File: src/rtl/fp_compose_seq.sv
// fp_compose_seq: sequential normalise / round / pack of a wide-mantissa float
// into an IEEE-754 style packed word, with overflow, underflow and inexact flags.
module fp_compose_seq #(
  parameter  int unsigned FPWID = 32,
  localparam int unsigned EMSB  = (FPWID >= 128) ? 14 :
                                  (FPWID >= 64)  ? 10 :
                                  (FPWID >= 32)  ? 7  : 4,
  localparam int unsigned FMSB  = FPWID - EMSB - 3
) (
  input  logic              clk,
  input  logic              rst,
  input  logic              ce,
  input  logic              ld,
  input  logic              sgn,
  input  logic [EMSB+2:0]   xi,
  input  logic [FMSB+5:0]   mi,
  input  logic [2:0]        rm,
  input  logic              inf_i,
  input  logic              nan_i,
  output logic [FPWID-1:0]  o,
  output logic              done,
  output logic              busy,
  output logic              of,
  output logic              uf,
  output logic              inex
);

  localparam int unsigned MW = FMSB + 6;   // carry, hidden, fraction, guard, round, sticky
  localparam int unsigned EW = EMSB + 4;   // exponent plus headroom for two increments
  localparam int unsigned FW = FMSB + 3;   // carry, hidden, fraction
  localparam logic [EW-1:0] EXP_MAX = EW'((1 << (EMSB + 1)) - 1);

  typedef enum logic [1:0] {IDLE, NORM, ROUND, PACK} state_t;

  state_t          state_q;
  logic            sgn_q;
  logic [EW-1:0]   exp_q;
  logic [MW-1:0]   man_q;
  logic [2:0]      rm_q;
  logic            inf_q;
  logic            nan_q;
  logic            zero_q;
  logic            ovf_q;
  logic            rinex_q;
  logic [FPWID-1:0] o_q;
  logic            done_q;
  logic            busy_q;
  logic            of_q;
  logic            uf_q;
  logic            inex_q;

  logic            lsb_c;
  logic            grd_c;
  logic            rnd_c;
  logic            stk_c;
  logic            grs_c;
  logic            inc_ne_c;
  logic            inc_c;
  logic [FW-1:0]   sum_c;
  logic            rcarry_c;
  logic [FMSB+1:0] rman_c;
  logic [EW-1:0]   rexp_c;
  logic [EW-1:0]   nexp_c;
  logic            ne_carry_c;
  logic            ovf_c;

  // Rounding increment and rounded mantissa/exponent for the ROUND state.
  // Overflow is also judged at round-to-nearest so clamping modes still report it.
  always_comb begin
    lsb_c    = man_q[3];
    grd_c    = man_q[2];
    rnd_c    = man_q[1];
    stk_c    = man_q[0];
    grs_c    = grd_c | rnd_c | stk_c;
    inc_ne_c = grd_c & (rnd_c | stk_c | lsb_c);
    case (rm_q)
      3'd1:    inc_c = 1'b0;
      3'd2:    inc_c = sgn_q & grs_c;
      3'd3:    inc_c = ~sgn_q & grs_c;
      3'd4:    inc_c = grd_c;
      default: inc_c = inc_ne_c;
    endcase
    sum_c      = man_q[MW-1:3] + FW'(inc_c);
    rcarry_c   = sum_c[FW-1];
    rman_c     = rcarry_c ? {1'b1, {(FMSB+1){1'b0}}} : sum_c[FMSB+1:0];
    rexp_c     = exp_q + EW'(rcarry_c);
    ne_carry_c = inc_ne_c & (&man_q[FMSB+4:3]);
    nexp_c     = exp_q + EW'(ne_carry_c);
    ovf_c      = (rexp_c >= EXP_MAX) || (nexp_c >= EXP_MAX);
  end

  logic [FPWID-1:0] pk_o_c;
  logic             pk_of_c;
  logic             pk_uf_c;
  logic             pk_inex_c;
  logic             clamp_c;
  logic [EMSB:0]    efield_c;

  // Packed result and flags presented to the output registers in PACK.
  always_comb begin
    pk_o_c    = '0;
    pk_of_c   = 1'b0;
    pk_uf_c   = 1'b0;
    pk_inex_c = 1'b0;
    clamp_c   = (rm_q == 3'd1) || (rm_q == 3'd2 && !sgn_q) || (rm_q == 3'd3 && sgn_q);
    efield_c  = man_q[FMSB+4] ? exp_q[EMSB:0] : '0;
    if (nan_q) begin
      pk_o_c = {sgn_q, {(EMSB+1){1'b1}}, 1'b1, {FMSB{1'b0}}};
    end else if (inf_q) begin
      pk_o_c = {sgn_q, {(EMSB+1){1'b1}}, {(FMSB+1){1'b0}}};
    end else if (zero_q) begin
      pk_o_c = {sgn_q, {(FPWID-1){1'b0}}};
    end else if (ovf_q) begin
      pk_of_c   = 1'b1;
      pk_inex_c = 1'b1;
      pk_o_c    = clamp_c ? {sgn_q, {EMSB{1'b1}}, 1'b0, {(FMSB+1){1'b1}}}
                          : {sgn_q, {(EMSB+1){1'b1}}, {(FMSB+1){1'b0}}};
    end else begin
      pk_o_c    = {sgn_q, efield_c, man_q[FMSB+3:3]};
      pk_inex_c = rinex_q;
      pk_uf_c   = (efield_c == '0) && rinex_q;
    end
  end

  // Control FSM with operand datapath and registered outputs.
  // Special operands skip normalisation and pass through ROUND untouched in effect.
  always_ff @(posedge clk) begin
    if (rst) begin
      state_q <= IDLE;
      sgn_q   <= 1'b0;
      exp_q   <= '0;
      man_q   <= '0;
      rm_q    <= '0;
      inf_q   <= 1'b0;
      nan_q   <= 1'b0;
      zero_q  <= 1'b0;
      ovf_q   <= 1'b0;
      rinex_q <= 1'b0;
      o_q     <= '0;
      done_q  <= 1'b0;
      busy_q  <= 1'b0;
      of_q    <= 1'b0;
      uf_q    <= 1'b0;
      inex_q  <= 1'b0;
    end else if (ce) begin
      done_q <= 1'b0;
      case (state_q)
        IDLE: begin
          if (ld) begin
            sgn_q  <= sgn;
            exp_q  <= (xi == '0) ? EW'(1) : EW'(xi);
            man_q  <= mi;
            rm_q   <= rm;
            inf_q  <= inf_i;
            nan_q  <= nan_i;
            zero_q <= (mi == '0);
            busy_q <= 1'b1;
            state_q <= (nan_i || inf_i || mi == '0) ? ROUND : NORM;
          end
        end
        NORM: begin
          if (man_q[MW-1]) begin
            man_q <= {1'b0, man_q[MW-1:2], man_q[1] | man_q[0]};
            exp_q <= exp_q + EW'(1);
          end else if (!man_q[MW-2] && exp_q > EW'(1)) begin
            man_q <= {man_q[MW-2:0], 1'b0};
            exp_q <= exp_q - EW'(1);
          end else begin
            state_q <= ROUND;
          end
        end
        ROUND: begin
          man_q   <= {1'b0, rman_c, 3'b000};
          exp_q   <= rexp_c;
          rinex_q <= grs_c;
          ovf_q   <= ovf_c;
          state_q <= PACK;
        end
        PACK: begin
          o_q     <= pk_o_c;
          of_q    <= pk_of_c;
          uf_q    <= pk_uf_c;
          inex_q  <= pk_inex_c;
          done_q  <= 1'b1;
          busy_q  <= 1'b0;
          state_q <= IDLE;
        end
      endcase
    end
  end

  assign o    = o_q;
  assign done = done_q;
  assign busy = busy_q;
  assign of   = of_q;
  assign uf   = uf_q;
  assign inex = inex_q;

endmodule
File: config.mk
export PLATFORM = sky130hd
export DESIGN_NAME = fp_compose_seq
export DESIGN_NICKNAME = d
export VERILOG_FILES = /design/src/rtl/fp_compose_seq.sv
export SDC_FILE = /design/constraint.sdc
export NUM_CORES = 1
export LEC_CHECK = 0
export CAP_MARGIN = 20
export CORE_ASPECT_RATIO = 0.6
export CORE_MARGIN = 5
export CORE_UTILIZATION = 46
export CTS_CLUSTER_SIZE = 28
export DETAILED_ROUTE_END_ITERATION = 12
export DONT_BUFFER_PORTS = 1
export GPL_ROUTABILITY_DRIVEN = 1
export SLEW_MARGIN = 20
export SYNTH_ARGS = -nofsm -noshare
export SYNTH_HDL_FRONTEND = slang
export SYNTH_SLANG_ARGS = --single-unit
File: constraint.sdc
create_clock -name clk -period 4 [get_ports clk]
set_input_delay 0.8 -clock clk [delete_from_list [all_inputs] [get_ports clk]]
set_output_delay 0.8 -clock clk [all_outputs]
set_load 0.02 [all_outputs]
Yosys cells after proc, flatten, opt, wreduce, memory -nomap -nowiden
Cells that the tools add are included.

operators by class
  $add $sub $neg = 5
  magnitude comparators = 3
  mux-type cells = 37
  equality and inequality tests = 11
  $mul = 0
  bitwise gates (word level) = 9
  divide/modulo/power cells = 0
  shifts and indexed selects = 0
  reduce and logical (&&, ||, !) cells = 25

operators with widths
  operator               count
  $mux 31                4
  $mux 28                3
  $pmux 28 s3            1
  $mux 24                2
  $mux 11                3
  $pmux 11 s3            1
  $logic_not 28->1       1
  $add 25x1->25          1
  $reduce_and 24->1      1
  $add 11x1->11          2
  $ge 11x8->1 const B    2
  $mux 1                 14
  $add 11x1->11 const B  1
  $gt 11x1->1 const B    1
  $sub 11x1->11 const B  1
  $logic_not 10->1       1
  $mux 10                1
  $reduce_and 3->1       3
  $logic_not 8->1        1
  $mux 2                 4
  $mux 8                 1
  $pmux 2 s4             1
  $reduce_and 4->1       2
  $eq 3x2->1 const B     2
  other kinds (18)       36

storage, ports and cells
  bits in latches = 0
  RAM bits = 0
  memories = 0
  word-level logic and storage cells = 107
  input bits = 48
  memory bits (read-only) = 0
  bits in registers = 87
  output and inout port bits = 37

Depth between registers and ports, before layout
Gate-level depths: netlist of run 1.

  depth in word-level cells = 9
  gate-level depth with buffers = 21
  mapped depth without buffers = 20

Worst setup path after synthesis of run 1
No wires, ideal clock.

  path kind = register -> register
  from = reg rm_q[2]
  to = reg exp_q[7]
  data required time = 3.864 ns
  period minus slack after synthesis = 3.660 ns
  setup time = 0.136 ns
  cell stages (with the launch flop) = 22
  path buffers = 1
  setup slack = 0.340 ns
  data arrival time = 3.525 ns
  path through = dfxtp_1 inv_1 and3_1 ha_1 nand3_1 nor2_1 nor2_1 a31oi_1 ha_1 ha_1 nand3_1 nor4_4 nand3_1 nand2_1 ha_1 and3_1 clkbuf_1 nand2_1 nor2_1 xnor2_1 a222oi_1 o32ai_1

on the way
  word-level cells in the longest chain between the ends = 5
  elaborated cells on any way between the ends = 8
  those cells by class = 2 x add/sub; 4 x eq/ne; 2 x mux

RTL lines
  what                                      line  RTL
  from (decl)                               39    logic [2:0] rm_q;
  from (signal assigned)                    153   rm_q <= rm;
  $eq 3x3->1, or another cell as far along  76    case (rm_q)
  $pmux 1 s4 *                              76
  $add 25x1->25 *                           83    sum_c = man_q[MW-1:3] + FW'(inc_c);
  $add 11x1->11 *                           86    rexp_c = exp_q + EW'(rcarry_c);
  $pmux 11 s3 *                             147   case (state_q)
  to (signal assigned)                      151   exp_q <= (xi == '0) ? EW'(1) : EW'(xi);
  to (signal assigned)                      164   exp_q <= exp_q + EW'(1);
  to (signal assigned)                      167   exp_q <= exp_q - EW'(1);
  to (decl)                                 37    logic [EW-1:0] exp_q;

Every way passes the cells marked *; elsewhere a longest branch is shown, timed or not.
A chain may end at the register's enable or synchronous reset.

Worst setup path after layout of run 1
  from = reg rm_q[2]
  to = reg man_q[9]

on the way
  word-level cells in the longest chain between the ends = 5
  elaborated cells on any way between the ends = 8
  those cells by class = 1 x add/sub; 4 x eq/ne; 3 x mux

RTL lines
  what                                      line  RTL
  $eq 3x3->1, or another cell as far along  76
  $pmux 1 s4 *                              76
  $add 25x1->25 *                           83
  $mux 24 *                                 85    rman_c = rcarry_c ? {1'b1, {(FMSB+1){1'b0}}} : sum_c[FMSB+1:0];
  $pmux 28 s3 *                             147
  to (signal assigned)                      152   man_q <= mi;
  to (signal assigned)                      163   man_q <= {1'b0, man_q[MW-1:2], man_q[1] | man_q[0]};
  to (signal assigned)                      166   man_q <= {man_q[MW-2:0], 1'b0};
  to (decl)                                 38    logic [MW-1:0] man_q;

Marks and branches as above.

==> results.json, run 1 <==
{
  "required_ps": 4260,
  "finalCritPeriodShare": 0.950,
  "cp-endpoint": "man_q[9]",
  "core_sq_mm": 0.0121,
  "vdd_drop_max_uv": 249,
  "cp.arrival_ps": 4070,
  "grt_usage": 0.278,
  "synthFlopType": "dfxtp_1",
  "max_freq_mhz": 263,
  "grt_pass1_vias": 5489,
  "yosys.area.top_type": "dfxtp_1",
  "hpwl_microns": 14700,
  "whs_path_depth": 2,
  "cts-root-buf": "clkbuf_16",
  "clock_skew_ps": 7.02,
  "final-hold-violation-count": 0,
  "ys_ff_latch": 87,
  "synthArstFlopShare": 0,
  "cts_hold_buffers": 0,
  "drc_errors": 0,
  "port_buffers": 0,
  "syn-num-nets": 829,
  "yosysSeqAreaShare": 0.307,
  "finalNonFillerCells": 895,
  "gp_congestion": 0.995,
  "start_util": 0.470,
  "synth_edf_count": 0,
  "rsz0062_at_grt": "yes",
  "period_needed_ps": 3800,
  "status": "finished clean",
  "numClockSinks": 87,
  "r2r_cells": 18,
  "cts.path.max_buffers": 2,
  "worstPathMaxFanout": 10,
  "dieArea_sq_mm": 0.0147,
  "drive_gt1_frac": 0.0959,
  "cts_tree": "done",
  "die_x_microns": 153,
  "r2r_end": "man_q[9]",
  "grt_first_pass_wirelength_microns": 32300,
  "worst_slack_ps": 200,
  "critPathCaptureType": "flip-flop",
  "maxSlewViolCount": 0,
  "cts-buffers-inserted": 9,
  "dp_cells": 877,
  "wirelength_microns": 20700,
  "cts_max_level": 3,
  "finalSetupViolations": 0,
  "yosys_warnings": 0,
  "area_growth_pct": 8.19,
  "synth.most_common_cell": "dfxtp_1",
  "syn_area_per_cell_sq_um": 7.40,
  "cp-start-kind": "flip-flop",
  "final_nets": 788,
  "syn_inst": 766,
  "routedWlPerCell_microns": 23.1,
  "antenna_left": 0,
  "p_per_area_mw_per_mm2": 385,
  "vias": 6121,
  "r2r_slack_ps": 200,
  "final_util": 0.508,
  "relSlewSlack": 0.270,
  "grt_max_degree": 70,
  "finalPower_w": 0.00236,
  "diodes": 0,
  "dp_slack_ps": 86.0,
  "synthTopCellsByCount": "87 x dfxtp_1, 81 x nor2_1, 72 x nand2_1",
  "dr.first_iter.drc_count": 726,
  "ys_types": 68,
  "firstDrtPassIters": 5,
  "clkTransAtPathRegs_ps": 70,
  "power_leakage_nw": 2.12,
  "overflow": 0,
  "synth_area_leaders": "dfxtp_1 31%, o21ai_0 6.0%, a21oi_1 5.4%",
  "synthDominantCellAreaShare": 0.307,
  "hold_path.class": "reg2reg",
  "syn-cell-area_sq_mm": 0.00567,
  "boundaryPins": 85,
  "routed_via_density": 6.84,
  "clock_latency_ps": 350,
  "rows": 31,
  "antenna_found_initial": 0,
  "die_y_microns": 96.0,
  "r2r-start": "rm_q[2]",
  "drv_cap": 0,
  "critPathKind": "reg2reg",
  "tightest_slew_ps": 1090,
  "worstSetupStartpoint": "rm_q[2]"
}
## cell type report
class,instances,area [sq um]
tap,165,206
inverter,22,82.6
fill,1182,5930
clock buffer,10,239
clock inverter,6,62.6
sequential,87,1740
timing repair buffer,27,203
multi-input combinational,578,3590
## power by group
group / leakage (nW) / total [W] / switching, W / internal [W]
Combinational: 1.26 / 0.000476 / 0.000297 / 0.000178
Sequential: 0.708 / 0.00102 / 0.000112 / 0.000912
Clock: 0.148 / 0.000863 / 0.000408 / 0.000455
## sequential cells by signal (all words and copies together) (netlist names), 2 cells and up
register / flops
man_q: 28
exp_q: 11
rm_q: 3
state_q: 2
o: 32
## worst max-delay path: stages, from the launching register on
cell	delay [ps]
dfxtp_2	340
inv_1	60
and3_1	140
ha_1	260
nand3_1	130
nor2_1	120
nor2_1	50
a31oi_2	200
ha_2	260
ha_2	210
nand3_2	110
nor4_4	360
a41o_2	270
buf_4	110
buf_4	130
nand3_4	140
buf_4	280
or3_1	370
a211oi_1	190
## layout by cell type (no fill, tap or decap), types with 8 or more instances in the layout
master     synthesis  final
dfxtp_1           87     86
nor4_1            18     18
buf_4              5     27
inv_1             22     21
nor2_1            81     80
a31oi_1           12     11
nand2_1           72     70
a221o_1            8      8
nor3_1            17     16
clkbuf_16          0      9
nand3_1           26     24
a21oi_1           61     60
o21ai_0           68     68
xnor2_1            8      8
o211ai_1          11     11
xor2_1             8      8
nand4_1           24     24
a221oi_1          16     16
ha_1              15     10
## what timing repair did
item / CTS / global route
buffers inserted: 0 / 2
resized for setup: 0 / 19
endpoints found under the setup margin: 0 / 7
## routing by layer
metal  part of all wire  global-route usage  wire (microns)  vias to the layer above
li1                   -                   -               -                     2768
met1               0.48               0.439            9970                     2940
met2               0.39               0.374            8090                      377
met3               0.11              0.0629            2290                       36
met4              0.015              0.0645             316                        0
met5                  0                   0               0                        -
## how the worst min path moves through the flow
stage	startpoint	endpoint	slack, ps
3_5_place_dp	sgn_q	o[31]	500
5_1_grt	rst	o[21]	510
2_1_floorplan	sgn_q	o[31]	460
6_report	rm_q[2]	rm_q[2]	510
3_3_place_gp	state_q[1]	state_q[1]	500
4_1_cts	rst	o[6]	510
## metrics by stage
step / cell area, sq um / hold WS (ps) / setup TNS (ps)
2_1_floorplan: 5670 / 462 / 0
3_3_place_gp: 5740 / 496 / 0
3_5_place_dp: 5740 / 505 / 0
4_1_cts: 6040 / 509 / 0
5_1_grt: 6130 / 508 / -24.1
6_report: 6130 / 508 / 0
## kinds of logic after synthesis
group	share of synthesized area
mux	0.0144
fa+ha+maj	0.0331
flops	0.307
compound gates	0.301
xor+xnor	0.0247
simple gates	0.246
buf+inv	0.0733
No activity file was read; power rests on OpenSTA's default activity.
==> run 2: changes to the inputs <==
--- a/config.mk
+++ b/config.mk
@@ -5,6 +5,7 @@
 export SDC_FILE = /design/constraint.sdc
 export NUM_CORES = 1
 export LEC_CHECK = 0
+export ABC_AREA = 1
 export CAP_MARGIN = 20
 export CORE_ASPECT_RATIO = 0.6
 export CORE_MARGIN = 5
==> run 2 against run 1 <==
  * Synthesized cell count rose by 29%
  * Non-clock buffer count shrank 16
  * Die area grew 12%
  * First-iteration DRC count down 7.3%
  * Setup slack improved by 130 ps
  * Largest cell class unchanged
  * Sequential power rose by 5%
  * Critical endpoint is now ovf_q
  * Cell area grew 9.0%
==> results.json, run 2 <==
{
  "status": "finished clean",
  "ys_ff_latch": 87,
  "critPathCaptureType": "flip-flop",
  "rsz0062_at_grt": "no",
  "p_per_area_mw_per_mm2": 424,
  "grt_pass1_vias": 5807,
  "comb_power_share": 0.298,
  "port_buffers": 0,
  "firstDrtPassIters": 5,
  "relSlewSlack": 0.365,
  "synth_edf_count": 0,
  "setup_tns_ps": 0,
  "final_nets": 1006,
  "largest_register_ffs": 32,
  "synthDominantCellAreaShare": 0.271,
  "tightest_slew_ps": 953,
  "finalCritPeriodShare": 0.917,
  "dieArea_sq_mm": 0.0165,
  "routedWlPerCell_microns": 18.9,
  "maxSlewViolCount": 0,
  "grt_first_pass_wirelength_microns": 34000,
  "drv_cap": 0,
  "synth_area_leaders": "dfxtp_1 27%, nand2_1 13%, nand3_1 7.1%",
  "wirelength_microns": 21500,
  "synthTopCellsByCount": "231 x nand2_1, 91 x nand3_1, 87 x dfxtp_1",
  "hold_path.class": "reg2reg",
  "post-cts-setup-buffers": 0,
  "grt_usage": 0.263,
  "p_sw_w": 0.00114,
  "area_growth_pct": 3.95,
  "r2r-start": "rm_q[1]",
  "r2r_cells": 26,
  "cts-buffers-inserted": 9,
  "drc_errors": 0,
  "r2r_slack_ps": 330,
  "grt_max_degree": 56,
  "finalSetupViolations": 0,
  "vias": 6451,
  "max_freq_mhz": 273,
  "power_switching_share": 0.400,
  "ys_types": 48,
  "core_sq_mm": 0.0137,
  "final-hold-violation-count": 0,
  "hpwl_microns": 15700,
  "vdd_drop_max_uv": 179,
  "period_needed_ps": 3670,
  "overflow": 0,
  "r2r_end": "ovf_q",
  "syn-num-nets": 1049,
  "dp_slack_ps": 343,
  "whs_path_depth": 2,
  "synthArstFlopShare": 0,
  "worst_slack_ps": 331,
  "die_x_microns": 163,
  "dpl_cell_area_sq_mm": 0.00636,
  "p_clk_frac": 0.325,
  "routed_via_density": 5.66,
  "cp.arrival_ps": 3890,
  "fin_area_sq_mm": 0.00668,
  "synth.most_common_cell": "nand2_1",
  "numClockSinks": 87,
  "clock_latency_ps": 360,
  "antenna_left": 0,
  "drive_gt1_frac": 0.122,
  "seqPwrFrac": 0.378,
  "start_util": 0.470,
  "antenna_found_initial": 0,
  "cp-start-kind": "flip-flop",
  "required_ps": 4220,
  "yosysSeqAreaShare": 0.271,
  "hold_start": "nan_q",
  "yosys_warnings": 0,
  "critPathKind": "reg2reg",
  "dp_cells": 1124,
  "boundaryPins": 85,
  "cts-root-buf": "clkbuf_16",
  "dr.first_iter.drc_count": 673,
  "final_common_cell": "nand2_1",
  "clock_skew_ps": 10.1,
  "internal_power_w": 0.00170,
  "layout.cells.most_common_list": "231 x nand2_1, 91 x nand3_1, 87 x dfxtp_1, 85 x nor2_1, 80 x o21ai_0",
  "fillers": 1508,
  "worstPathMaxFanout": 5,
  "cts.path.max_buffers": 2,
  "cts_tree": "done",
  "synthFlopType": "dfxtp_1",
  "cts_hold_buffers": 0,
  "yosys.area.top_type": "dfxtp_1",
  "holdPathEnd": "nan_q",
  "syn-cell-area_sq_mm": 0.00643,
  "rows": 33,
  "power_leakage_nw": 2.49,
  "die_y_microns": 102,
  "syn_inst": 986,
  "cts_max_level": 3,
  "gp_congestion": 0.960,
  "diodes": 0,
  "clkTransAtPathRegs_ps": 70,
  "finalNonFillerCells": 1140,
  "syn_area_per_cell_sq_um": 6.52
}
run 2: changes by cell type in the layout (fill, tap and decap cells not counted), moves of 16 or more:
cell      previous run  this run
nand2_1             70       231
nand3_1             24        91
inv_1               21        78
nand3_2              2        27
a21oi_2              1        23
xor2_1               8        27
a21oi_1             60        78
a221oi_1            16         0
buf_4               27        11
run 2: worst max path at each step:
stage / startpoint / end / slack, ps / cells past startpoint
2_1_floorplan: rm_q[1] / ovf_q / 690 / 26
4_1_cts: rm_q[1] / ovf_q / 320 / 25
5_1_grt: rm_q[1] / ovf_q / 20 / 26
3_5_place_dp: rm_q[1] / ovf_q / 340 / 25
6_report: rm_q[1] / ovf_q / 330 / 26
3_3_place_gp: rm_q[1] / ovf_q / 430 / 25
run 2: layer usage:
layer	GRT usage	up-vias	routed length, microns
met5	0	-	0
li1	-	3166	-
met2	0.330	327	7720
met1	0.428	2942	11000
met4	0.0483	0	186
met3	0.0805	16	2630
run 2: power by group through the flow:
stage / clock network [W] / registers, W / logic (W)
3_5_place_dp: 0 / 0.00109 / 0.000822
3_3_place_gp: 0 / 0.00109 / 0.000825
2_1_floorplan: 0 / 0.00101 / 0.000722
5_1_grt: 0.000963 / 0.00108 / 0.000939
4_1_cts: 0.000932 / 0.00107 / 0.000825
6_report: 0.000920 / 0.00107 / 0.000844
run 2: stage by stage:
step	util	hold slack [ps]	power (W)
3_3_place_gp	0.466	458	0.00191
5_1_grt	0.489	494	0.00298
6_report	0.489	472	0.00284
2_1_floorplan	-	446	0.00173
3_5_place_dp	0.466	461	0.00191
4_1_cts	0.489	473	0.00282
run 2: final cells by class:
class                      instances  area (sq um)  area share
clock buffer                      10           239      0.0358
multi-input combinational        747          3970       0.595
inverter                          87           329      0.0493
clock inverter                     6          75.1      0.0112
sequential                        87          1740       0.261
tap                              192           240      0.0360
timing repair buffer              11          82.6      0.0124
run 2: timing repair:
item	4_1_cts	5_1_grt
hold endpoints to repair	0	0
gates resized for setup	0	2
endpoints found under the setup margin	0	1
run 2: logic make-up after synthesis:
| logic type | share of synthesized area |
|---|---|
| compound gates | 0.195 |
| xor+xnor | 0.0407 |
| fa+ha+maj | 0.0292 |
| buf+inv | 0.112 |
| flops | 0.271 |
| simple gates | 0.353 |
run 2: critical path: stages, from the launching register on:
cell	delay, ps
dfxtp_1	300
inv_1	120
nor2_2	70
inv_1	70
nor2_1	40
ha_1	270
o211ai_1	80
o221ai_1	120
ha_2	290
ha_1	250
nand2_1	90
nor2_2	140
nand2_2	130
clkinv_1	90
nand2_1	50
nand2_1	90
nand2_4	60
inv_1	80
ha_1	170
nand2_1	110
nor2_1	190
nand2_1	90
xor2_1	170
nor3_1	190
nand3_1	100
nor2_1	100
nor2_1	40
